`config.mk`:
```
export PLATFORM = sky130hd
export DESIGN_NAME = spmv_row_sequencer_flat
export DESIGN_NICKNAME = d
export VERILOG_FILES = /design/src/rtl/spmv_row_sequencer_pkg.sv /design/src/rtl/spmv_row_sequencer_if.sv /design/src/rtl/spmv_row_sequencer_result_fifo.sv /design/src/rtl/spmv_row_sequencer.sv /design/src/flat_wrapper.sv
export SDC_FILE = /design/constraint.sdc
export NUM_CORES = 1
export LEC_CHECK = 0
export CAP_MARGIN = 20
export CORE_ASPECT_RATIO = 0.9
export CORE_MARGIN = 3
export CORE_UTILIZATION = 49
export DETAILED_ROUTE_END_ITERATION = 12
export HOLD_SLACK_MARGIN = 0.15
export PLACE_DENSITY = 0.86
export REMOVE_ABC_BUFFERS = 1
export SLEW_MARGIN = 20
export SYNTH_ARGS = -nofsm -noshare
export SYNTH_HDL_FRONTEND = slang
export SYNTH_SLANG_ARGS = --single-unit
```
`constraint.sdc`:
```
create_clock -name clk -period 4.75 [get_ports clk]
set_clock_uncertainty 0.2 [all_clocks]
set_input_delay 0.95 -clock clk [delete_from_list [all_inputs] [get_ports clk]]
set_output_delay 0.95 -clock clk [all_outputs]
set_load 0.02 [all_outputs]
```
`src/rtl/spmv_row_sequencer_pkg.sv`:
```
// Shared types for the SpMV row sequencer: FSM state encoding and the
// result record that travels through the result FIFO.
package spmv_pkg;

    typedef enum logic [1:0] {
        IDLE,
        RUN,
        DRAIN,
        DONE
    } seq_state_t;

    typedef struct packed {
        int data;
        int index;
        bit last;
    } row_result_t;

endpackage

```
`src/rtl/spmv_row_sequencer_if.sv`:
```
// Indexed result stream from the row sequencer to its downstream consumer.
interface spmv_row_sequencer_if;

    logic        res_valid;
    logic        res_ready;
    logic [31:0] res_data;
    logic [31:0] res_index;
    logic        res_last;

    modport master (
        output res_valid,
        output res_data,
        output res_index,
        output res_last,
        input  res_ready
    );

    modport slave (
        input  res_valid,
        input  res_data,
        input  res_index,
        input  res_last,
        output res_ready
    );

endinterface

```
`src/rtl/spmv_row_sequencer_result_fifo.sv`:
```
// Circular result FIFO; a push is accepted on a full FIFO when a pop
// happens on the same edge.
module spmv_result_fifo
    import spmv_pkg::*;
#(
    parameter int DEPTH = 2
) (
    input  logic        clk,
    input  logic        rst_n,
    input  logic        push,
    input  row_result_t push_data,
    input  logic        pop,
    output row_result_t head,
    output logic        full,
    output logic        empty,
    output logic        last_entry
);

    localparam int PW = (DEPTH > 1) ? $clog2(DEPTH) : 1;
    localparam int CW = $clog2(DEPTH + 1);
    localparam logic [PW-1:0] LAST_PTR = PW'(DEPTH - 1);
    localparam logic [CW-1:0] FULL_CNT = CW'(DEPTH);

    row_result_t   mem [DEPTH];
    logic [PW-1:0] wr_ptr;
    logic [PW-1:0] rd_ptr;
    logic [CW-1:0] count;
    logic          do_push;
    logic          do_pop;

    assign full       = (count == FULL_CNT);
    assign empty      = (count == '0);
    assign last_entry = (count == CW'(1));
    assign do_pop     = pop && !empty;
    assign do_push    = push && (!full || do_pop);
    assign head       = mem[rd_ptr];

    // Storage is left unreset; stale entries are never visible because
    // the consumer side gates the head with the empty flag.
    always_ff @(posedge clk) begin
        if (do_push) begin
            mem[wr_ptr] <= push_data;
        end
    end

    always_ff @(posedge clk or negedge rst_n) begin
        if (!rst_n) begin
            wr_ptr <= '0;
            rd_ptr <= '0;
            count  <= '0;
        end else begin
            if (do_push) begin
                wr_ptr <= (wr_ptr == LAST_PTR) ? '0 : wr_ptr + 1'b1;
            end
            if (do_pop) begin
                rd_ptr <= (rd_ptr == LAST_PTR) ? '0 : rd_ptr + 1'b1;
            end
            if (do_push && !do_pop) begin
                count <= count + 1'b1;
            end else if (do_pop && !do_push) begin
                count <= count - 1'b1;
            end
        end
    end

endmodule

```
`src/rtl/spmv_row_sequencer.sv`:
```
// Walks rowIndex over n rows of the combinational CSR multiplier, lets each
// row settle SETTLE cycles, and streams indexed results through a FIFO.
module spmv_row_sequencer
    import spmv_pkg::*;
#(
    parameter int n      = 0,
    parameter int SETTLE = 1,
    parameter int DEPTH  = 2
) (
    input  logic                 clk,
    input  logic                 rst_n,
    input  logic                 start,
    output logic                 busy,
    output logic                 done,
    output logic signed [31:0]   rowIndex,
    output logic                 mult_rst,
    input  logic signed [31:0]   rowOutput,
    spmv_row_sequencer_if.master res
);

    localparam logic [31:0]        SETTLE_LAST = 32'(SETTLE - 1);
    localparam logic signed [31:0] LAST_ROW    = 32'(n - 1);

    seq_state_t  state;
    seq_state_t  state_nx;
    logic [31:0] settle_cnt;
    logic        settled;
    logic        is_last;
    logic        push;
    logic        pop;
    logic        full;
    logic        empty;
    logic        last_entry;
    row_result_t push_data;
    row_result_t head;

    // Row presented at edge T is captured at edge T+SETTLE, i.e. on the
    // edge where the counter would step past SETTLE-1.
    assign settled   = (state == RUN) && (settle_cnt == SETTLE_LAST);
    assign is_last   = (rowIndex == LAST_ROW);
    assign pop       = !empty && res.res_ready;
    assign push      = settled && (!full || pop);
    assign push_data = '{data: rowOutput, index: rowIndex, last: is_last};

    spmv_result_fifo #(
        .DEPTH(DEPTH)
    ) u_fifo (
        .clk       (clk),
        .rst_n     (rst_n),
        .push      (push),
        .push_data (push_data),
        .pop       (pop),
        .head      (head),
        .full      (full),
        .empty     (empty),
        .last_entry(last_entry)
    );

    always_ff @(posedge clk or negedge rst_n) begin
        if (!rst_n) begin
            state <= IDLE;
        end else begin
            state <= state_nx;
        end
    end

    always_comb begin
        state_nx = state;
        case (state)
            IDLE: begin
                if (start) begin
                    state_nx = (n == 0) ? DONE : RUN;
                end
            end
            RUN: begin
                if (push && is_last) begin
                    state_nx = DRAIN;
                end
            end
            DRAIN: begin
                if (pop && last_entry) begin
                    state_nx = DONE;
                end
            end
            DONE: begin
                state_nx = IDLE;
            end
            default: begin
                state_nx = IDLE;
            end
        endcase
    end

    always_comb begin
        busy     = 1'b0;
        done     = 1'b0;
        mult_rst = 1'b1;
        case (state)
            RUN: begin
                busy     = 1'b1;
                mult_rst = 1'b0;
            end
            DRAIN: begin
                busy = 1'b1;
            end
            DONE: begin
                busy = 1'b1;
                done = 1'b1;
            end
            default: begin
                busy = 1'b0;
            end
        endcase
    end

    // A full FIFO freezes both rowIndex and the settle counter, so the
    // capture simply retries on each following edge.
    always_ff @(posedge clk or negedge rst_n) begin
        if (!rst_n) begin
            rowIndex   <= '0;
            settle_cnt <= '0;
        end else if (state == IDLE) begin
            if (start) begin
                rowIndex   <= '0;
                settle_cnt <= '0;
            end
        end else if (state == RUN) begin
            if (!settled) begin
                settle_cnt <= settle_cnt + 32'd1;
            end else if (push && !is_last) begin
                rowIndex   <= rowIndex + 32'sd1;
                settle_cnt <= '0;
            end
        end
    end

    assign res.res_valid = !empty;
    assign res.res_data  = empty ? '0 : head.data;
    assign res.res_index = empty ? '0 : head.index;
    assign res.res_last  = empty ? 1'b0 : head.last;

endmodule

```
`src/flat_wrapper.sv`:
```
// flat-port wrapper written by rule: the top's interface ports become plain ports
module spmv_row_sequencer_flat import spmv_pkg::*;
#(
    parameter int n      = 0,
    parameter int SETTLE = 1,
    parameter int DEPTH  = 2
)
  (clk, rst_n, start, busy, done, rowIndex, mult_rst, rowOutput, res_res_valid, res_res_data, res_res_index, res_res_last, res_res_ready);
  spmv_row_sequencer_if res_i ();
  input  logic clk;
  input  logic rst_n;
  input  logic start;
  output logic busy;
  output logic done;
  output logic signed [31:0] rowIndex;
  output logic mult_rst;
  input  logic signed [31:0] rowOutput;
  output wire logic [$bits(res_i.res_valid)-1:0] res_res_valid;
  output wire logic [$bits(res_i.res_data)-1:0] res_res_data;
  output wire logic [$bits(res_i.res_index)-1:0] res_res_index;
  output wire logic [$bits(res_i.res_last)-1:0] res_res_last;
  input wire logic [$bits(res_i.res_ready)-1:0] res_res_ready;
  assign res_res_valid = res_i.res_valid;
  assign res_res_data = res_i.res_data;
  assign res_res_index = res_i.res_index;
  assign res_res_last = res_i.res_last;
  assign res_i.res_ready = res_res_ready;
  spmv_row_sequencer #(.n(n), .SETTLE(SETTLE), .DEPTH(DEPTH)) u_core (.clk(clk), .rst_n(rst_n), .start(start), .busy(busy), .done(done), .rowIndex(rowIndex), .mult_rst(mult_rst), .rowOutput(rowOutput), .res(res_i));
endmodule
```
==> results.md, run 1 <==
* Worst setup SP type: flip-flop
* Root buffer cell: clkbuf_16
* Post-layout min period at 4.02 ns
* CTS tree: done
* Initial antenna violation count at 0
* Syn avg cell area at 12.5 um2
* Share of cells above drive strength 1 at 0.0844
* Final worst slack at 0.728 ns
* Critical path type: reg2out
* Power Density at 541 mW/mm2
* Distinct cells, synth at 64
* Wirelength, routed at 20.1 mm
* Num CTS Buffers at 17
* Final Cycle Share at 0.847
* EDFF count, synth at 130
* Fin. max-slew vios at 0
* Comb pwr share at 0.386
* Remaining DRCs at 0
* Peak supply drop at 0.408 mV
* Pin count of the biggest net entering global routing at 71
* # clock sinks at 200
* Area after DPL at 0.0106 mm2
* Setup violators final at 0
* Post-cts resize count at 0
* P_leak at 4.35 nW
* Status: completed
* Req. time, crit path at 3.60 ns
* RSZ-0062 raised after global routing: false
* Final Wtd Congestion at 0.857
* Total GRT Usage at 0.201
* Worst slack, placed at 1.15 ns
* Top FF cell, synth: edfxtp_1
* Aggregate global routing overflow at 0
* Crit end category: output port
* Clock H-tree levels at 4
* Reg clk slew, reported paths at 0.08 ns
* Routed Antenna Nets at 0
* Diodes inserted at 0
* Num rows at 46
* Reg2reg setup slack at 1.34 ns
* Sequential share of the synthesized area at 0.627
* Worst hold path type: reg2reg
* Post-CTS setup buffer count at 0
* Die area at 0.0201 mm2
* Core Region at 0.0178 mm2
* Post-synthesis instance total at 720
* Worst Path Max Fanout at 48
* Least-Margin Pin Slew at 1.04 ns
* Slew headroom at 0.305
* Sw frac at 0.381
* Clock network power share at 0.249
* Skew-Pair Late Insertion Delay at 0.44 ns
* Synth Register Bits at 200
* Hpwl dp at 13.3 mm
* Internal at 0.00377 W
* Layout area overhead at 24.9%
* Die width at 149 um
* P_sw at 0.00232 W
* Via-per-instance ratio at 5.76
* Worst hold slack at 0.329 ns
* Critical Path Source: u_core.u_fifo.count[0]$_DFFE_PN0P_
* Starting Density at 0.505
* # IOs at 137
* Via count at 6366
* Post-synth ARST share at 0.350
* Hold-fix buffers, CTS at 0
* Per-cell routed wire length at 18.2 um
* I/O Buffers at 136
* Number of global-route vias before repair at 6165
* Fin area at 0.0113 mm2
* Final hold viol count at 0
* Max Cap Viol at 0
* Fmax at 249 MHz
* Die Span Y at 135 um
* R2r startpoint: u_core.u_fifo.count[0]$_DFFE_PN0P_
* First-pass GRT wire length at 32.2 mm
* Sequential share of power at 0.365
* Yosys Warn Count at 0
* Worst Path Arrival at 2.87 ns
* Initial DRC Count at 570
* Clk buf depth at 2
* NumNets Final at 895
* Mapped Area at 0.00902 mm2
* Drt pass-1 iters at 5
* Min-delay src: u_core.u_fifo.count[1]$_DFFE_PN0P_
[path summary, 6_finish.rpt]
| check | depth (start not counted) | endpoint |
|---|---|---|
| min in group asynchronous | 2 | u_core.settle_cnt[31]$_DFFE_PN0P_ |
| worst max register to register | 8 | u_core.u_fifo.mem[1][17]$_DFFE_PP_ |
| worst max-delay path | 5 | res_res_index[23] |
| worst min register to register | 2 | u_core.u_fifo.count[1]$_DFFE_PN0P_ |
| max in group asynchronous | 2 | u_core.u_fifo.rd_ptr$_DFFE_PN0P_ |
| worst min-delay path | 2 | u_core.u_fifo.count[1]$_DFFE_PN0P_ |
[per-stage QoR]
stage               TNS [ns]  instances  utilization  total power [W]
floorplan             -37.76        683            -          0.00363
global placement           0       1072        0.596          0.00457
detailed placement         0       1072        0.596          0.00461
CTS                        0       1104        0.631          0.00612
global route               0       1105        0.631          0.00639
finish                     0       1105        0.631          0.00610
[synthesized netlist by cell type (12+ instances only)]
library cell / n / share of area
edfxtp_1: 130 / 0.43
nor2_1: 99 / 0.041
mux2i_1: 72 / 0.080
dfrtp_1: 70 / 0.19
nand2_1: 37 / 0.015
a21oi_1: 29 / 0.016
clkbuf_1: 28 / 0.012
nand4_1: 28 / 0.019
nand3_1: 19 / 0.011
o21ai_0: 16 / 0.0089
inv_1: 15 / 0.0062
nor3_1: 15 / 0.0083
xor2_1: 13 / 0.013
o2bb2ai_1: 12 / 0.012
[cells in the final DEF, fill, tap and decap left out, types with 11 or more instances in the layout]
| cell type | Yosys | routed |
|---|---|---|
| nor2_1 | 99 | 98 |
| nand4_1 | 28 | 28 |
| edfxtp_1 | 130 | 130 |
| nand2_1 | 37 | 37 |
| o2bb2ai_1 | 12 | 12 |
| clkbuf_16 | 0 | 17 |
| a21oi_1 | 29 | 29 |
| and3_1 | 11 | 11 |
| o21ai_0 | 16 | 16 |
| nor3_1 | 15 | 15 |
| buf_4 | 0 | 13 |
| clkdlybuf4s50_1 | 0 | 135 |
| nand3_1 | 19 | 19 |
| inv_1 | 15 | 15 |
| mux2i_1 | 72 | 72 |
| xor2_1 | 13 | 13 |
| dfrtp_1 | 70 | 69 |
[power groups by stage]
stage               sequential, W  combinational (W)  clock, W
floorplan                 0.00223            0.00140         0
finish                    0.00222            0.00236   0.00152
detailed placement        0.00226            0.00235         0
CTS                       0.00222            0.00236   0.00154
global route              0.00226            0.00253   0.00160
global placement          0.00225            0.00231         0
[metal layers]
| layer | share of wire | wire length [um] | track usage |
|---|---|---|---|
| met3 | 0.078 | 1560 | 0.0570 |
| met5 | 0 | 0 | 0 |
| met1 | 0.42 | 8510 | 0.267 |
| met4 | 0.014 | 277 | 0.0605 |
| met2 | 0.48 | 9750 | 0.325 |
[worst max-delay path, stage by stage, from the launching register on]
cell and delay (ns):
dfrtp_1 0.42, inv_1 0.11, ha_2 0.86, buf_4 0.37
nor2_1 0.08, clkdlybuf4s50_1 0.56
[cell type report]
class	count	area (um2)
clock buffers	17	425
fillers	1295	6580
clock inverters	15	198
well taps	240	300
repair buffers	150	1470
flip-flops and latches	200	5660
multi-input cells	467	3150
inverters	16	60.1
[cell families after synthesis]
family,synth area share
buf+inv,0.0244
simple gates,0.162
flops,0.627
mux,0.0799
compound gates,0.0815
xor+xnor,0.0155
fa+ha+maj,0.00971
[registers in the layout, indices dropped and copies added, names as in the netlist]
signal	count
u_core.u_fifo.count	2
u_core.u_fifo.wr_ptr	1
u_core.u_fifo.rd_ptr	1
u_core.state	2
u_core.u_fifo.mem	130
u_core.rowIndex	32
u_core.settle_cnt	32
No activity file was read; power rests on OpenSTA's default activity.
==> inputs of run 2 (changes only) <==
- clock period: 4.75 -> 3.37 ns (I/O delays scaled with it)
==> results.md, run 2 (same netlist as run 1, synthesis figures left out) <==
* Status: completed
* Starting Density at 0.505 (unchanged)
* Clk buf depth at 2 (unchanged)
* Die width at 149 um (unchanged)
* I/O Buffers at 136 (unchanged)
* Final worst slack at 0.176 ns (-0.551 ns)
* Skew-Pair Late Insertion Delay at 0.43 ns (about the same)
* Diodes inserted at 0 (unchanged)
* Largest Register: u_core.u_fifo.mem
* RSZ-0062 raised after global routing: false
* Pin count of the biggest net entering global routing at 49 (-31%)
* # clock sinks at 200 (unchanged)
* Core Region at 0.0178 mm2 (unchanged)
* Share of cells above drive strength 1 at 0.0904 (+0.00600)
* Die Span Y at 135 um (unchanged)
* Total GRT Usage at 0.205 (+0.00455)
* CP peak stage delay at 0.67 ns (-0.19 ns)
* Drt pass-1 iters at 5 (unchanged)
* Reg-to-reg endpoint: u_core.rowIndex[13]$_DFFE_PN0P_
* Worst Hold End: u_core.u_fifo.count[0]$_DFFE_PN0P_
* Via count at 6457 (+1.4%)
* FILL cells at 1289 (-0.46%)
* Worst reg2reg path depth at 8 (unchanged)
* Per-cell routed wire length at 18.8 um (+3.1%)
* # IOs at 137 (unchanged)
* Die area at 0.0201 mm2 (unchanged)
* Req. time, crit path at 2.50 ns (-1.10 ns)
* Commonest non-fill, non-tap cell in the layout: clkdlybuf4s50_1
* Worst slack, placed at 0.189 ns (-0.961 ns)
* Worst hold path type: reg2reg
* CTS tree: done
* Post-Route Setup TNS at 0 ns (unchanged)
* Initial DRC Count at 532 (-6.7%)
* Reg2reg setup slack at 0.43 ns (-0.91 ns)
* Critical Path Source: u_core.u_fifo.rd_ptr$_DFFE_PN0P_
* Highest-count cells in the layout ignoring fill and taps: 135 x clkdlybuf4s50_1, 130 x edfxtp_1, 98 x nor2_1
* Routed Antenna Nets at 0 (unchanged)
* Post-cts resize count at 0 (unchanged)
* Num CTS Buffers at 17 (unchanged)
* Final Cycle Share at 0.948
* P_leak at 4.39 nW (+0.86%)
* Worst setup SP type: flip-flop
* First-pass GRT wire length at 32.9 mm (+2.2%)
* Cells on Worst Hold Path at 1 (-1)
* Min-delay src: u_core.u_fifo.count[0]$_DFFE_PN0P_
* Wirelength, routed at 20.9 mm (+4.0%)
* Crit end category: output port
* Post-layout min period at 3.19 ns
* Fin. max-slew vios at 0 (unchanged)
* Number of global-route vias before repair at 6275 (+1.8%)
* Post-CTS setup buffer count at 0 (unchanged)
* Least-Margin Pin Slew at 0.671 ns (-0.372 ns)
* Remaining DRCs at 0 (unchanged)
* Critical path type: reg2out
* Fmax at 313 MHz
* Setup violators final at 0 (unchanged)
* Number of flip-flops in the largest register at 130 (unchanged)
* Clock H-tree levels at 4 (unchanged)
* Max Cap Viol at 0 (unchanged)
* Regs by FF count: u_core.u_fifo.mem x130, u_core.rowIndex x32, u_core.settle_cnt x32
* Power Density at 754 mW/mm2 (+39%)
* Final Wtd Congestion at 0.837 (-2.3%)
* Hold-fix buffers, CTS at 1 (+1)
* Worst Path Arrival at 2.32 ns (-0.55 ns)
* NumNets Final at 904 (+1.0%)
* Delay-heaviest family, CP: buffers and inverters
* Hpwl dp at 13.8 mm (+3.4%)
* CP bufs+invs at 2 (-1)
* Via-per-instance ratio at 5.80 (+0.61%)
* Reg clk slew, reported paths at 0.07 ns (about the same)
* CP Cell Sequence: buf_4 -> mux2i_1 -> nor2_1 -> clkdlybuf4s50_1
* Worst Path Max Fanout at 21 (-56%)
* Peak supply drop at 0.390 mV (-4.4%)
* Initial antenna violation count at 0 (unchanged)
* R2r startpoint: u_core.settle_cnt[0]$_DFFE_PN0P_
* Slew headroom at 0.549 (+0.244)
* Num rows at 46 (unchanged)
* Root buffer cell: clkbuf_16
* Layout area overhead at 26.0%
* Final hold viol count at 0 (unchanged)
* Critical-path top delay cell: dfrtp_4
* Aggregate global routing overflow at 0 (unchanged)
run 2: worst max-delay path by stage:
| stage | endpoint | cells past startpoint | slack (ns) |
|---|---|---|---|
| finish | res_res_index[31] | 4 | 0.18 |
| global route | res_res_data[29] | 5 | 0.1 |
| CTS | res_res_data[11] | 4 | 0.18 |
| detailed placement | u_core.rowIndex[29]$_DFFE_PN0P_ | 7 | 0.19 |
| global placement | u_core.rowIndex[29]$_DFFE_PN0P_ | 7 | 0.24 |
| floorplan | u_core.u_fifo.mem[0][0]$_DFFE_PP_ | 6 | -1.96 |
run 2: worst register-to-register path: stages (launching register included):
cell and delay [ns]:
dfrtp_1 0.42, inv_1 0.12, ha_1 0.15, nor4b_2 0.21
nand4_2 0.29, nor2_4 0.25, nand4_1 0.48, or4_1 0.57
a21oi_1 0.17
run 2: final cells by class:
cell class | count | area [um2] | share of cell area
clock buffers | 17 | 425 | 0.0374
clock inverters | 15 | 154 | 0.0135
inverters | 16 | 60.1 | 0.00529
multi-input cells | 467 | 3150 | 0.278
flip-flops and latches | 200 | 5660 | 0.498
well taps | 240 | 300 | 0.0264
repair buffers | 159 | 1610 | 0.141
run 2: report_power, final:
group          internal [W]  switching [W]  leakage [nW]
combinational       0.00157        0.00191          1.99
sequential          0.00276       0.000325          2.12
clock               0.00105       0.000959         0.282
run 2: through the flow:
step | std cells | power (W) | instance area [um2] | hold slack (ns) | utilization
6_report | 1114 | 0.00857 | 11400 | 0.322 | 0.637
5_1_grt | 1114 | 0.00897 | 11400 | 0.344 | 0.637
4_1_cts | 1114 | 0.00861 | 11400 | 0.320 | 0.637
3_5_place_dp | 1081 | 0.00660 | 10800 | 0.306 | 0.604
3_3_place_gp | 1081 | 0.00652 | 10800 | 0.294 | 0.604
2_1_floorplan | 683 | 0.00511 | 8860 | 0.178 | -
run 2: layer usage:
| layer | global-route usage | wire [um] | vias up |
|---|---|---|---|
| met1 | 0.267 | 8590 | 3173 |
| met3 | 0.0490 | 1560 | 28 |
| li1 | - | - | 3003 |
| met5 | 0 | 0 | - |
| met2 | 0.343 | 10300 | 253 |
| met4 | 0.0676 | 462 | 0 |
